## src/rtl/inst_mem_loader_pkg.sv

```systemverilog
// Shared types and constants for the instruction-memory loader.
// The LOADER_CHECKSUM_EN macro is honoured by the loader top, not here.
package loader_pkg;

    localparam int          NUM_LANES         = 4;
    localparam int          LANE_W            = $clog2(NUM_LANES);
    localparam int unsigned DEFAULT_MAX_WORDS = 16384;

    typedef enum logic [2:0] {
        S_IDLE = 3'd0,
        S_LEN  = 3'd1,
        S_DATA = 3'd2,
        S_CSUM = 3'd3,
        S_DONE = 3'd4,
        S_ERR  = 3'd5
    } state_e;

endpackage

```

## src/rtl/inst_mem_loader_if.sv

```systemverilog
// Host byte stream, instruction-memory write port and status flags.
// master = host/testbench side, slave = loader side.
interface inst_mem_loader_if;

    logic        start;
    logic [7:0]  in_data;
    logic        in_valid;
    logic        in_ready;
    logic        mem_we;
    logic [31:0] mem_addr;
    logic [31:0] mem_wdata;
    logic        busy;
    logic        done;
    logic        error;
    logic        cpu_hold;

    modport master (
        output start, in_data, in_valid,
        input  in_ready, mem_we, mem_addr, mem_wdata, busy, done, error, cpu_hold
    );

    modport slave (
        input  start, in_data, in_valid,
        output in_ready, mem_we, mem_addr, mem_wdata, busy, done, error, cpu_hold
    );

endinterface

```

## src/rtl/inst_mem_loader_byte_packer.sv

```systemverilog
// Assembles NUM_LANES bytes little-endian into one word; o_word_valid pulses
// combinationally alongside the last byte so the caller can register the word.
module byte_packer
    import loader_pkg::*;
(
    input  logic        i_clk,
    input  logic        i_rst_n,
    input  logic        i_clr,
    input  logic        i_byte_valid,
    input  logic [7:0]  i_byte,
    output logic        o_word_valid,
    output logic [31:0] o_word
);

    logic [LANE_W-1:0]          r_lane;
    logic [8*(NUM_LANES-1)-1:0] r_buf;

    assign o_word_valid = i_byte_valid && (r_lane == LANE_W'(NUM_LANES - 1));
    assign o_word       = {i_byte, r_buf};

    always_ff @(posedge i_clk or negedge i_rst_n) begin
        if (!i_rst_n) begin
            r_lane <= '0;
            r_buf  <= '0;
        end else if (i_clr) begin
            r_lane <= '0;
            r_buf  <= '0;
        end else if (i_byte_valid) begin
            r_lane <= r_lane + LANE_W'(1);
            for (int k = 0; k < NUM_LANES - 1; k++)
                if (r_lane == LANE_W'(k)) r_buf[8*k +: 8] <= i_byte;
        end
    end

endmodule

```

## src/rtl/inst_mem_loader.sv

```systemverilog
// Streams a length-prefixed image from a byte host into instruction memory.
// Define LOADER_CHECKSUM_EN to require a trailing mod-256 checksum byte.
module inst_mem_loader
    import loader_pkg::*;
#(
    parameter logic [31:0] BASE_ADDR = 32'h0000_0000,
    parameter int unsigned MAX_WORDS = DEFAULT_MAX_WORDS
) (
    input  logic              i_clk,
    input  logic              i_rst_n,
    inst_mem_loader_if.slave  bus
);

    state_e      r_state;
    logic [1:0]  r_len_cnt;
    logic [31:0] r_len;
    logic [31:0] r_word_idx;
    logic        r_mem_we;
    logic [31:0] r_mem_addr;
    logic [31:0] r_mem_wdata;
`ifdef LOADER_CHECKSUM_EN
    logic [7:0]  r_sum;
`endif

    logic        w_in_ready;
    logic        w_accept;
    logic        w_start_ok;
    logic        w_pk_valid;
    logic        w_word_valid;
    logic [31:0] w_word;
    logic [31:0] w_len_n;
    logic [31:0] w_addr;
    state_e      w_after_data;

    assign w_in_ready = (r_state == S_LEN) || (r_state == S_DATA) || (r_state == S_CSUM);
    assign w_accept   = bus.in_valid && w_in_ready;
    assign w_start_ok = bus.start &&
                        ((r_state == S_IDLE) || (r_state == S_DONE) || (r_state == S_ERR));
    assign w_pk_valid = w_accept && (r_state == S_DATA);
    assign w_len_n    = {bus.in_data, r_len[23:0]};
    assign w_addr     = (BASE_ADDR + (r_word_idx << 2)) & 32'hFFFF_FFFC;
`ifdef LOADER_CHECKSUM_EN
    assign w_after_data = S_CSUM;
`else
    assign w_after_data = S_DONE;
`endif

    byte_packer u_packer (
        .i_clk        (i_clk),
        .i_rst_n      (i_rst_n),
        .i_clr        (w_start_ok),
        .i_byte_valid (w_pk_valid),
        .i_byte       (bus.in_data),
        .o_word_valid (w_word_valid),
        .o_word       (w_word)
    );

    always_ff @(posedge i_clk or negedge i_rst_n) begin
        if (!i_rst_n) begin
            r_state     <= S_IDLE;
            r_len_cnt   <= '0;
            r_len       <= '0;
            r_word_idx  <= '0;
            r_mem_we    <= 1'b0;
            r_mem_addr  <= '0;
            r_mem_wdata <= '0;
`ifdef LOADER_CHECKSUM_EN
            r_sum       <= '0;
`endif
        end else begin
            r_mem_we <= 1'b0;
            case (r_state)
                S_IDLE, S_DONE, S_ERR: begin
                    if (w_start_ok) begin
                        r_state    <= S_LEN;
                        r_len_cnt  <= '0;
                        r_len      <= '0;
                        r_word_idx <= '0;
`ifdef LOADER_CHECKSUM_EN
                        r_sum      <= '0;
`endif
                    end
                end
                S_LEN: begin
                    if (w_accept) begin
                        r_len_cnt <= r_len_cnt + 2'd1;
                        for (int k = 0; k < NUM_LANES - 1; k++)
                            if (r_len_cnt == 2'(k)) r_len[8*k +: 8] <= bus.in_data;
                        if (r_len_cnt == 2'd3) begin
                            r_len <= w_len_n;
                            if (w_len_n > MAX_WORDS)   r_state <= S_ERR;
                            else if (w_len_n == '0)    r_state <= w_after_data;
                            else                       r_state <= S_DATA;
                        end
                    end
                end
                S_DATA: begin
`ifdef LOADER_CHECKSUM_EN
                    if (w_accept) r_sum <= r_sum + bus.in_data;
`endif
                    if (w_word_valid) begin
                        r_mem_we    <= 1'b1;
                        r_mem_addr  <= w_addr;
                        r_mem_wdata <= w_word;
                        r_word_idx  <= r_word_idx + 32'd1;
                        if (r_word_idx + 32'd1 == r_len) r_state <= w_after_data;
                    end
                end
`ifdef LOADER_CHECKSUM_EN
                S_CSUM: begin
                    // The trailing byte is the two's complement of the data sum.
                    if (w_accept)
                        r_state <= (8'(r_sum + bus.in_data) == 8'h00) ? S_DONE : S_ERR;
                end
`endif
                default: r_state <= S_IDLE;
            endcase
        end
    end

    assign bus.in_ready  = w_in_ready;
    assign bus.mem_we    = r_mem_we;
    assign bus.mem_addr  = r_mem_addr;
    assign bus.mem_wdata = r_mem_wdata;
    assign bus.busy      = w_in_ready;
    assign bus.done      = (r_state == S_DONE);
    assign bus.error     = (r_state == S_ERR);
    assign bus.cpu_hold  = (r_state != S_DONE);

endmodule

```

## src/flat_wrapper.sv

```systemverilog
// flat-port wrapper written by rule: the top's interface ports become plain ports
module inst_mem_loader_flat import loader_pkg::*;
#(
    parameter logic [31:0] BASE_ADDR = 32'h0000_0000,
    parameter int unsigned MAX_WORDS = DEFAULT_MAX_WORDS
)
  (i_clk, i_rst_n, bus_start, bus_in_data, bus_in_valid, bus_in_ready, bus_mem_we, bus_mem_addr, bus_mem_wdata, bus_busy, bus_done, bus_error, bus_cpu_hold);
  inst_mem_loader_if bus_i ();
  input  logic i_clk;
  input  logic i_rst_n;
  input wire logic [$bits(bus_i.start)-1:0] bus_start;
  input wire logic [$bits(bus_i.in_data)-1:0] bus_in_data;
  input wire logic [$bits(bus_i.in_valid)-1:0] bus_in_valid;
  output wire logic [$bits(bus_i.in_ready)-1:0] bus_in_ready;
  output wire logic [$bits(bus_i.mem_we)-1:0] bus_mem_we;
  output wire logic [$bits(bus_i.mem_addr)-1:0] bus_mem_addr;
  output wire logic [$bits(bus_i.mem_wdata)-1:0] bus_mem_wdata;
  output wire logic [$bits(bus_i.busy)-1:0] bus_busy;
  output wire logic [$bits(bus_i.done)-1:0] bus_done;
  output wire logic [$bits(bus_i.error)-1:0] bus_error;
  output wire logic [$bits(bus_i.cpu_hold)-1:0] bus_cpu_hold;
  assign bus_i.start = bus_start;
  assign bus_i.in_data = bus_in_data;
  assign bus_i.in_valid = bus_in_valid;
  assign bus_in_ready = bus_i.in_ready;
  assign bus_mem_we = bus_i.mem_we;
  assign bus_mem_addr = bus_i.mem_addr;
  assign bus_mem_wdata = bus_i.mem_wdata;
  assign bus_busy = bus_i.busy;
  assign bus_done = bus_i.done;
  assign bus_error = bus_i.error;
  assign bus_cpu_hold = bus_i.cpu_hold;
  inst_mem_loader #(.BASE_ADDR(BASE_ADDR), .MAX_WORDS(MAX_WORDS)) u_core (.i_clk(i_clk), .i_rst_n(i_rst_n), .bus(bus_i));
endmodule
```

## config.mk

```make
export PLATFORM = sky130hd
export DESIGN_NAME = inst_mem_loader_flat
export DESIGN_NICKNAME = d
export VERILOG_FILES = /design/src/rtl/inst_mem_loader_pkg.sv /design/src/rtl/inst_mem_loader_if.sv /design/src/rtl/inst_mem_loader_byte_packer.sv /design/src/rtl/inst_mem_loader.sv /design/src/flat_wrapper.sv
export SDC_FILE = /design/constraint.sdc
export NUM_CORES = 1
export LEC_CHECK = 0
export CAP_MARGIN = 10
export CORE_ASPECT_RATIO = 0.9
export CORE_UTILIZATION = 50
export DETAILED_ROUTE_END_ITERATION = 10
export HOLD_SLACK_MARGIN = 0.15
export PLACE_DENSITY = 0.82
export SLEW_MARGIN = 10
export SYNTH_ARGS = -nofsm -noshare
export SYNTH_HDL_FRONTEND = slang
export SYNTH_HIERARCHICAL = 1
export SYNTH_SLANG_ARGS = --single-unit
export TNS_END_PERCENT = 20
```

## constraint.sdc

```tcl
create_clock -name i_clk -period 6.14 [get_ports i_clk]
set_input_delay 1.228 -clock i_clk [delete_from_list [all_inputs] [get_ports i_clk]]
set_output_delay 1.228 -clock i_clk [all_outputs]
set_load 0.02 [all_outputs]
```

Word level (Yosys, flattened, before mapping)
Cells that the tools add are included.
W data, S select, Z words.
{ "word_totals": {"elab_cells": 99, "in_bits": 12, "register_bits": 158} }
{ "classes": {"n_lt_le_gt_ge": 1, "n_reduce_logical": 30, "addsub": 3, "n_eq_ne": 22, "n_mux": 29} }
{ "op_table": {"columns": ["operator", "count"], "rows": [
  ["$mux W32", 4],
  ["$pmux W32 S2", 2],
  ["$mux W24", 2],
  ["$mux W8", 6],
  ["$add A32 B1 Y32 const B", 1],
  ["$eq A32 B32 Y1", 1],
  ["$gt A32 B15 Y1 const B", 1],
  ["$logic_not A32 Y1", 1],
  ["$mux W3", 7],
  ["$reduce_and A5 Y1", 4],
  ["$ne A2 B2 Y1 const B", 8],
  ["$reduce_bool A2 Y1", 6],
  ["$pmux W3 S3", 1],
  ["$eq A2 B2 Y1 const B", 4],
  ["$mux W2", 4],
  ["$reduce_and A2 Y1", 4],
  ["$eq A3 B2 Y1 const B", 2],
  ["$eq A3 B3 Y1 const B", 2],
  ["$reduce_and A3 Y1", 2],
  ["$add A2 B1 Y2 const B", 2],
  ["$eq A2 B1 Y1 const B", 2],
  ["$logic_and A1 B1 Y1", 4],
  ["$logic_not A2 Y1", 2],
  ["$logic_or A1 B1 Y1", 4],
  ["other kinds (8)", 9]
]} }

Depth between registers and ports, before layout
{ "depth": {"ltp_word": 8, "depth_mapped": 13} }

Modules after synthesis
Netlist, hierarchy kept.
{ "by_module_without_submodules": {"columns": ["mod", "cells_per_inst", "instances", "seq_area_each_um2", "area_each_um2"], "rows": [
  ["inst_mem_loader", 804, 1, 3303.2, 6827.8],
  ["byte_packer", 109, 1, 650.6, 1298.7]
]} }

Least setup slack after synthesis
OpenSTA, ideal clock, no wires.
{ "synth_path": {"path_kind": "input to register", "startpoint": "input port bus_in_valid", "endpoint": "register u_core.r_state[0]", "cell_stages": 11, "setup_slack_ps": 3045, "setup_time_ps": 128, "arrival_ps": 2967, "path_cell_list": "and2_1 -> buf_6 -> and2_2 -> inv_1 -> a22oi_1 -> nand4b_1 -> a2111oi_0 -> and4_1 -> nand4_1 -> o21ai_2 -> mux2_1"} }
{ "synth_via": {"elab_chain_len": 5, "elab_cells_between_ends": 6} }
{ "synth_rtl": {"columns": ["item", "line", "rtl"], "rows": [
  ["start: declaration", "flat_wrapper.sv:13", "input wire logic [$bits(bus_i.in_valid)-1:0] bus_in_valid;"],
  ["$logic_and A1 B1 Y1", "inst_mem_loader.sv:36", "assign w_accept = bus.in_valid && w_in_ready;"],
  ["$logic_and A1 B1 Y1", "inst_mem_loader.sv:39", "assign w_pk_valid = w_accept && (r_state == S_DATA);"],
  ["$logic_and A1 B1 Y1", "inst_mem_loader_byte_packer.sv:18", "assign o_word_valid = i_byte_valid && (r_lane == LANE_W'(NUM_LANES - 1));"],
  ["net u_core.w_word_valid", "inst_mem_loader.sv:29", "logic w_word_valid;"],
  ["$ne A2 B2 Y1 (no line)", null, null],
  ["$reduce_and A5 Y1 (no line)", null, null],
  ["end signal: assignment", "inst_mem_loader.sv:92", "else if (w_len_n == '0) r_state <= w_after_data;"],
  ["end signal: assignment", "inst_mem_loader.sv:106", "if (r_word_idx + 32'd1 == r_len) r_state <= w_after_data;"],
  ["end: declaration", "inst_mem_loader.sv:14", "state_e r_state;"]
]} }
The timed path passes the listed nets, and every way through them passes these cells.
A chain may end at the register's enable or synchronous reset.

Worst setup path in the final report
{ "layout_path": {"startpoint": "input port bus_in_valid", "endpoint": "register u_core.r_state[1]"} }
{ "layout_via": {"elab_chain_len": 5, "elab_cells_between_ends": 6} }
{ "layout_rtl": {"columns": ["item", "line", "rtl"], "rows": [
  ["$logic_and A1 B1 Y1", "inst_mem_loader.sv:36", null],
  ["$logic_and A1 B1 Y1", "inst_mem_loader.sv:39", null],
  ["net u_core.w_pk_valid", "inst_mem_loader.sv:28", "logic w_pk_valid;"],
  ["$logic_and A1 B1 Y1", "inst_mem_loader_byte_packer.sv:18", null],
  ["net u_core.w_word_valid", "inst_mem_loader.sv:29", null],
  ["$ne A2 B2 Y1 (no line)", null, null],
  ["$reduce_and A5 Y1 (no line)", null, null]
]} }
The timed path passes the listed nets, and every way through them passes these cells.

==> flow_summary.toml <==
[sta]
finalHoldViolations = 0
relSlewSlack_pct = 37.72
tightest_slew_ns = 0.9341
drv_slew = 0
setup_viol = 0
max_freq_mhz = 276.5
rsz0062_at_grt = "false"
tns_ns = 0
fin_crit_sh_pct = 58.90
worst_slack_ns = 2.523
min_period_ns = 3.617
skew_ns = 0.008814

[drt]
drt_iter0_drc = 582
drt-wirelength-per-cell_um = 17.31
num_vias = 6685
ant_nets = 0
post-route-drc-count = 0
avgViaCountPerCell = 5.738
wirelength_um = 20170
firstDrtPassIters = 5

[clock_tree]
ctsResizeCount = 0
cts_buffer_depth = 2
cts_setup_buffers = 0
clk_pin_slew_worst_paths_ns = 0.07
cts-root-buf = "clkbuf_16"
cts_tree = "yes"
holdBufCountCts = 0
clock_sinks = 158
worst_skew_pair.late_latency_ns = 0.43
htree_levels = 4
numCtsBuffers = 17

[global_route]
grt_pass1_wl_um = 33040
met3_usage_pct = 6.232
top_usage_layer = "met2"
grt.total_usage_pct = 25.70
grt_max_degree = 68
use_met1_pct = 35.17
antenna_found_initial = 0
grt_use_met2_pct = 40.51
first_global_vias = 6346
overflow = 0

[floorplan]
core_mm2 = 0.01566
die_x_um = 136.4
die_h_um = 122.9
core.rowCount = 43
die-area_mm2 = 0.01677
ios = 82
start_util_pct = 51.91

[synthesis]
syn_inst = 913
synth-async-reset-ratio_pct = 100.0
synth_warnings = 6
netlist_area_mm2 = 0.008127
synth-main-ff-cell = "dfrtp_1"
synth.avg_cell_area_um2 = 8.901
yosysSeqAreaShare_pct = 48.65
yosysUniqueCellTypes = 65
synth_area_leaders = "dfrtp_1, nand2_1, o21ai_0"
synth_edf_count = 0
synth_seq_cells = 158
yosysMostFrequentCell = "nand2_1"
synth_common_cells = "nand2_1, dfrtp_1, o21ai_0"
synth_top_area_share_pct = 48.65
synth_top_area_cell = "dfrtp_1"

[power]
power.density_mw_per_mm2 = 317.1
leakage_nw = 4.403
vdd_drop_max_mv = 0.2391

[worst_setup_path]
crit_path_end_kind = "flop"
worstPathMaxFanout = 6
r2r-start = "u_core/r_state[1]"
worstPathArrival_ns = 3.93
crit_type = "input port to flop"
startpoint = "bus_in_valid"
worstSetupStartpointType = "input port"
required_ns = 6.45

[placement]
place_ws_ns = 1.931
hpwl_um = 13350
gp_congestion = 0.9083
io_buffer_count = 79
placed_area_mm2 = 0.008889
placedCellCount = 1131

[min_path]
hp-start = "u_core/u_packer/r_buf[1]"
hp-class = "flop to flop"

[final_layout]
antenna_cells = 0
final-instance-count-excl-fill = 1165
nFillCells = 1284
seqCellArea_mm2 = 0.003954
drive_gt1_share_pct = 6.438
finalNetCount = 971
multi_input_area_mm2 = 0.003787
utilization_pct = 60.82
syn_to_final_growth_pct = 17.17
design_area_mm2 = 0.009522

[run_status]
outcome = "finished clean"

[flow_run]
maxCapViolCount = 0
==> critical path: stages <==
cell and delay [ns]:
clkdlybuf4s50_1 0.50, and2_1 0.29, and2_2 0.23, inv_1 0.04
a22oi_1 0.25, nand4b_1 0.15, a2111oi_0 0.30, and4_1 0.25
nand4_1 0.14, o21ai_2 0.21, mux2_1 0.34
==> sequential cells by signal, indices dropped and copies added (netlist names) <==
register,cells
u_core/r_word_idx,32
u_core/r_len_cnt,2
u_core/bus.mem_wdata,32
u_core/u_packer/r_lane,2
u_core/bus.mem_addr,30
u_core/r_len,32
u_core/bus.mem_we,1
u_core/u_packer/r_buf,24
u_core/r_state,3
==> metrics by stage <==
| step | hold slack (ns) | power [mW] |
|---|---|---|
| 5_1_grt | 0.4904 | 3.161 |
| 2_1_floorplan | 0.4398 | 1.718 |
| 6_report | 0.4708 | 3.019 |
| 3_3_place_gp | 0.4513 | 1.892 |
| 3_5_place_dp | 0.4515 | 1.907 |
| 4_1_cts | 0.4700 | 3.009 |
==> power breakdown <==
part,switching (mW),leakage [nW],total [mW],internal (mW)
Combinational,0.406,1.94,0.676,0.270
Sequential,0.113,2.16,1.25,1.13
Clock,0.469,0.303,1.10,0.626
==> final cells by class <==
cell class / count / area share, %
clock buffers: 18 / 4.612
clock inverters: 14 / 1.827
inverters: 16 / 0.6307
multi-input cells: 672 / 39.78
flip-flops and latches: 158 / 41.52
well taps: 202 / 2.654
repair buffers: 85 / 8.975
==> cell usage in the layout (no fill, tap or decap), types with 10 or more instances in the layout <==
cell,synthesis,routed
dfrtp_1,158,158
nand4_1,15,15
xnor2_1,30,30
a21oi_1,18,18
clkdlybuf4s50_1,0,78
a22o_1,10,10
mux2i_1,28,28
nor4_1,10,10
inv_1,15,15
nand3_1,20,20
clkbuf_16,0,17
xor2_1,10,10
nand2_1,247,246
nand2b_1,37,37
nor2_1,46,46
o21ai_0,83,83
==> logic make-up after synthesis <==
| logic type | Yosys count | synth area share [%] |
|---|---|---|
| simple gates | 433 | 25.36 |
| compound gates | 158 | 11.64 |
| flops | 158 | 48.65 |
| buf+inv | 84 | 4.881 |
| xor+xnor | 40 | 4.311 |
| mux | 30 | 3.726 |
| fa+ha+maj | 9 | 1.386 |
| other cells | 1 | 0.04615 |
==> worst paths after layout <==
check / cells after the start / slack, ns / to
max in group asynchronous: 2 / 4.29 / u_core/r_len[23]
hold / removal: 2 / 0.47 / u_core/bus.mem_wdata[1]
min in group asynchronous: 1 / 0.68 / u_core/bus.mem_addr[12]
setup reg to reg: 11 / 2.68 / u_core/r_state[1]
hold reg to reg: 2 / 0.47 / u_core/bus.mem_wdata[1]
setup / recovery: 11 / 2.52 / u_core/r_state[1]
==> per-layer routing <==
layer	share of wire, %	routed length (um)
met3	6.3	1266
met1	45	9059
met5	0	0
met2	47	9523
met4	1.6	322
No activity file was read; power rests on OpenSTA's default activity.
==> variant 1: new RTL, config.mk and constraints unchanged <==
Re-encode `state_e` (6 states) as one-hot, 6 bits wide.
--- a/src/rtl/inst_mem_loader_pkg.sv
+++ b/src/rtl/inst_mem_loader_pkg.sv
@@ -7,11 +7,11 @@
     localparam int unsigned DEFAULT_MAX_WORDS = 16384;
 
-    typedef enum logic [2:0] {
-        S_IDLE = 3'd0,
-        S_LEN  = 3'd1,
-        S_DATA = 3'd2,
-        S_CSUM = 3'd3,
-        S_DONE = 3'd4,
-        S_ERR  = 3'd5
+    typedef enum logic [5:0] {
+        S_IDLE = 6'b000001,
+        S_LEN  = 6'b000010,
+        S_DATA = 6'b000100,
+        S_CSUM = 6'b001000,
+        S_DONE = 6'b010000,
+        S_ERR  = 6'b100000
     } state_e;
 
Behaviour: no difference found for any inputs over 10 cycles, from zero or initial values and one cycle with i_rst_n low; not proved beyond that.
==> variant 1 against the unedited design <==
Count of clock-buffer cells in the layout fell by 1; utilization fell by 1.1 points; power decreased by 2.5%; synthesized area increased by 1.4%; final area grew 1.1%; routed wire length decreased by 3.1%; worst setup slack gained 18 ps; sequential cell count is 2 higher; highest routed layer unchanged.
==> variant 1: results (changes against the unedited design) <==
Outcome
  • Status: completed (unchanged)

Layout
  • Multi-Input Combinational: 649 (was 672)
  • Reg area: 0.00401 sq mm (was 0.00395 sq mm)
  • Layout cells sized above 1: 8.77% (was 6.44%)
  • Non-Filler Instances: 1,142 (was 1,165)
  • NonClk Buf Share: 8.61% (was 8.98%)
  • Layout Nets: 944 (was 971)
  • Clock-cell share: 6.22% (was 6.44%)
  • Post-route cell area: 0.00963 sq mm (was 0.00952 sq mm)
  • Non-clk bufs: 84 (was 85)
  • Non-clk invs: 11 (was 16)

Yosys
  • Post-synthesis compound-gate area fraction: 9.04% (was 11.6%)
  • Post-Synth XOR/XNOR Area: 5.53% (was 4.31%)
  • Mux cell area share after synthesis: 7.11% (was 3.73%)
  • Area contributors post-synth: dfrtp_1 48%, nand2_1 10%, mux2_2 3.8%, xnor2_1 3.6%, o21ai_0 3.4% (was dfrtp_1 49%, nand2_1 11%, o21ai_0 5.1%, mux2i_1 3.4%, xnor2_1 3.2%)
  • Top cells by count, synth: 220 x nand2_1, 159 x dfrtp_1, 56 x o21ai_0, 38 x nand2b_1, 38 x nor2_1 (was 247 x nand2_1, 158 x dfrtp_1, 83 x o21ai_0, 46 x nor2_1, 37 x nand2b_1)
  • Register area share after synthesis: 48.6% (was 48.7%)
  • Adder-Cell Fraction of Synth Area: 1.37% (was 1.39%)
  • Cell variety after synth: 63 (was 65)

GRT
  • Vias in the first global route: 6,214 (was 6,346)
  • Routing usage on met3: 4.80% (was 6.23%)
  • First-pass GRT wire length: 32,200 um (was 33,000 um)
  • GRT Util Overall: 24.8% (was 25.7%)
  • Largest net degree at the start of global routing: 117 (was 68)
  • Met2 GRT Util: 38.2% (was 40.5%)

Setup path
  • WP data arrival: 3970 ps (was 3930 ps)
  • Max incr delay on CP: 800 ps (was 500 ps)
  • Worst r2r dst: u_core/r_state[2] (was u_core/r_state[1])
  • Peak fanout along the critical path: 54 (was 6)
  • RR Startpoint: u_core/r_word_idx[0] (was u_core/r_state[1])
  • Reg2Reg Depth: 9 (was 11)
  • CP max-delay cell: inv_2 (was clkdlybuf4s50_1)

Place
  • Hpwl dp: 13,100 um (was 13,400 um)
  • RePlAce Congestion: 0.924 (was 0.908)
  • Placed cell area: 0.00903 sq mm (was 0.00889 sq mm)

Drt
  • Wire length on met1: 9230 um (was 9060 um)
  • Drt wl/cell: 17.1 um (was 17.3 um)
  • Pre-antenna DRT Iters: 6 (was 5)
  • DR iter-0 viols: 513 (was 582)
  • DR WL met3: 1030 um (was 1270 um)
  • Vias/cell: 5.67 (was 5.74)

Clock tree
  • Sink Count: 160 (was 158)

Pwr
  • Lkg Pwr: 4.59 nW (was 4.40 nW)
  • Sw Ratio: 31.4% (was 32.7%)

STA
  • Hold_ws: 471 ps (about the same)
  • Setup Skew: 8.67 ps (was 8.81 ps)

Min path
  • Worst hold endpoint: u_core/bus.mem_wdata[15] (was u_core/bus.mem_wdata[1])
variant 1: how the worst max path moves through the flow:
stage / startpoint / endpoint / slack (ps)
final: bus_in_valid / u_core/bus.mem_wdata[31] / 2540
after global routing: bus_in_valid / u_core/bus.mem_wdata[14] / 2330
after global placement: bus_in_valid / u_core/bus.mem_wdata[25] / 2190
after CTS: bus_in_valid / u_core/bus.mem_wdata[24] / 2570
after detailed placement: bus_in_valid / u_core/bus.mem_wdata[31] / 2120
after floorplan: u_core/r_word_idx[0] / u_core/r_state[2] / 3200
variant 1: power groups by stage:
stage / registers [W] / clock network [W] / logic (W)
floorplan: 0.00120 / 0 / 0.000499
global placement: 0.00122 / 0 / 0.000637
detailed placement: 0.00123 / 0 / 0.000650
CTS: 0.00121 / 0.00109 / 0.000658
global route: 0.00122 / 0.00114 / 0.000719
finish: 0.00121 / 0.00108 / 0.000653
variant 1: worst min-delay path: stages (launching register included):
cell and delay [ps]:
dfrtp_1 340, nand2_1 50, nand2_1 50
==> variant 2: new RTL, config.mk and constraints unchanged <==
Made on the original files. Add a define of `LOADER_CHECKSUM_EN`.
--- a/src/rtl/inst_mem_loader.sv
+++ b/src/rtl/inst_mem_loader.sv
@@ -1,4 +1,6 @@
 // Streams a length-prefixed image from a byte host into instruction memory.
 // Define LOADER_CHECKSUM_EN to require a trailing mod-256 checksum byte.
+`define LOADER_CHECKSUM_EN
+
 module inst_mem_loader
     import loader_pkg::*;
Function: changed (Yosys sat finds a counterexample within 10 cycles, from zero or initial values and one cycle with i_rst_n low).
==> variant 2 against the unedited design <==
Sequential share of layout area down 0.44 points; sequential cell count is 8 higher; highest routed layer unchanged; final area rose by 6.2%; routed wire length down 0.39%; worst setup slack worse by 450 ps; power is 11% higher; synthesized area grew 7.8%.
==> variant 2: results (changes against the unedited design) <==
Drt
  • DR iter-0 viols: 650 (was 582)
  • Drt wl/cell: 16.5 um (was 17.3 um)
  • Vias/cell: 5.61 (was 5.74)
  • Pre-antenna DRT Iters: 5 (unchanged)
  • Drt total wl: 20,100 um (was 20,200 um)

GRT
  • Initial antenna violation count: 0 (unchanged)
  • First-pass GRT wire length: 33,800 um (was 33,000 um)
  • GRT Util Overall: 23.8% (was 25.7%)
  • Largest net degree at the start of global routing: 62 (was 68)
  • Vias in the first global route: 6,593 (was 6,346)

Place
  • Placed cell area: 0.00951 sq mm (was 0.00889 sq mm)
  • I/O Buffers: 79 (unchanged)
  • Hpwl dp: 13,500 um (was 13,400 um)
  • RePlAce Congestion: 0.869 (was 0.908)
  • Cells after DPL: 1,185 (was 1,131)
  • Setup WS pre-CTS: 1650 ps (was 1930 ps)

Layout
  • Layout Nets: 998 (was 971)
  • Fill count: 1,444 (was 1,284)
  • # diodes: 0 (unchanged)
  • Layout cells sized above 1: 8.55% (was 6.44%)

Setup path
  • Max incr delay on CP: 660 ps (was 500 ps)
  • Setup crit start: bus_in_data[0] (was bus_in_valid)
  • Worst Setup EP: u_core/r_state[0] (was u_core/r_state[1])
  • CP Capture Type: flip-flop (unchanged)
  • Slack of the worst reg-to-reg path: 2460 ps (was 2680 ps)
  • CP max-delay cell: or4b_2 (was clkdlybuf4s50_1)
  • WP data arrival: 4380 ps (was 3930 ps)
  • Worst r2r dst: u_core/r_word_idx[5] (was u_core/r_state[1])

Min path
  • Hold path start: u_core/u_packer/r_buf[23] (was u_core/u_packer/r_buf[1])

Yosys
  • Cell variety after synth: 69 (was 65)
  • Syn avg cell area: 9.47 sq um (was 8.90 sq um)
  • Top cells by count, synth: 219 x nand2_1, 166 x dfrtp_1, 58 x o21ai_0, 39 x nand2b_1, 39 x nor2_1 (was 247 x nand2_1, 158 x dfrtp_1, 83 x o21ai_0, 46 x nor2_1, 37 x nand2b_1)
  • Ys flop type: dfrtp_1 (unchanged)
  • Ys async rst share: 100% (unchanged)
  • Register area share after synthesis: 47.4% (was 48.7%)
  • Area contributors post-synth: dfrtp_1 47%, nand2_1 9.4%, xnor2_1 3.7%, o21ai_0 3.3%, mux2i_1 3.2% (was dfrtp_1 49%, nand2_1 11%, o21ai_0 5.1%, mux2i_1 3.4%, xnor2_1 3.2%)

STA
  • Worst-margin pin slew: 1120 ps (was 934 ps)
  • Setup Skew: 8.25 ps (was 8.81 ps)
  • Setup ws final: 2070 ps (was 2520 ps)

Clock tree
  • H-tree depth: 4 (unchanged)
  • Clk root buf: clkbuf_16 (unchanged)
  • Resized cells post-CTS: 0 (unchanged)
  • Worst skew pair latency: 430 ps (about the same)

Outcome
  • Status: completed (unchanged)

Pwr
  • Lkg Pwr: 4.81 nW (was 4.40 nW)
  • Peak supply drop: 0.256 mV (was 0.239 mV)
-- variant 2: worst min-delay path by stage --
stage | slack (ps) | cells after the start | endpoint
2_1_floorplan | 440 | 2 | u_core/bus.mem_wdata[0]
3_3_place_gp | 450 | 2 | u_core/bus.mem_wdata[23]
3_5_place_dp | 450 | 2 | u_core/bus.mem_wdata[20]
4_1_cts | 470 | 2 | u_core/bus.mem_wdata[20]
5_1_grt | 490 | 2 | u_core/bus.mem_addr[21]
6_report | 470 | 2 | u_core/bus.mem_wdata[23]
-- variant 2: layout make-up --
type                    count  share of cell area [%]
flip-flops and latches    166                    41.1
multi-input cells         680                    41.1
repair buffers             86                    8.35
clock buffers              18                    4.34
well taps                 235                    2.91
clock inverters            14                    1.58
inverters                  18                   0.668
-- variant 2: logic make-up after synthesis --
group / after synthesis / share of synthesized area (%)
AOI/OAI and AO/OA: 135 / 9.51
xor gates and xnor gates: 59 / 5.90
adders and majority gates: 17 / 2.51
buffers and inverters: 80 / 5.33
DFF: 166 / 47.4
muxes: 51 / 6.16
other: 1 / 0.0428
and+or+nand+nor: 416 / 23.1
-- variant 2: through the flow --
step	util [%]	hold slack (ps)
2_1_floorplan	-	440
3_3_place_gp	55.9	453
3_5_place_dp	55.9	455
4_1_cts	59.5	471
5_1_grt	59.5	492
6_report	59.5	468
-- variant 2: where the power goes --
group          switching (W)  total, W  internal (W)
combinational       0.000492  0.000897      0.000405
clock               0.000461   0.00108      0.000620
sequential          0.000154   0.00139       0.00123
-- variant 2: metal layers --
metal,global-route usage [%],part of all wire (%),vias to the layer above
li1,-,-,3231
met1,33.9,47,3358
met2,36.3,46,206
met3,5.32,5.5,32
met4,7.53,1.5,0
met5,0,0,-
-- variant 2: worst max-delay path, delay by kind of cell --
kind                     cells  cell delay, ps
AND/OR/NAND/NOR              3            1160
adder cells (fa/ha/maj)      2             810
buffers and inverters        1             600
AO/OA/AOI/OAI                2             570
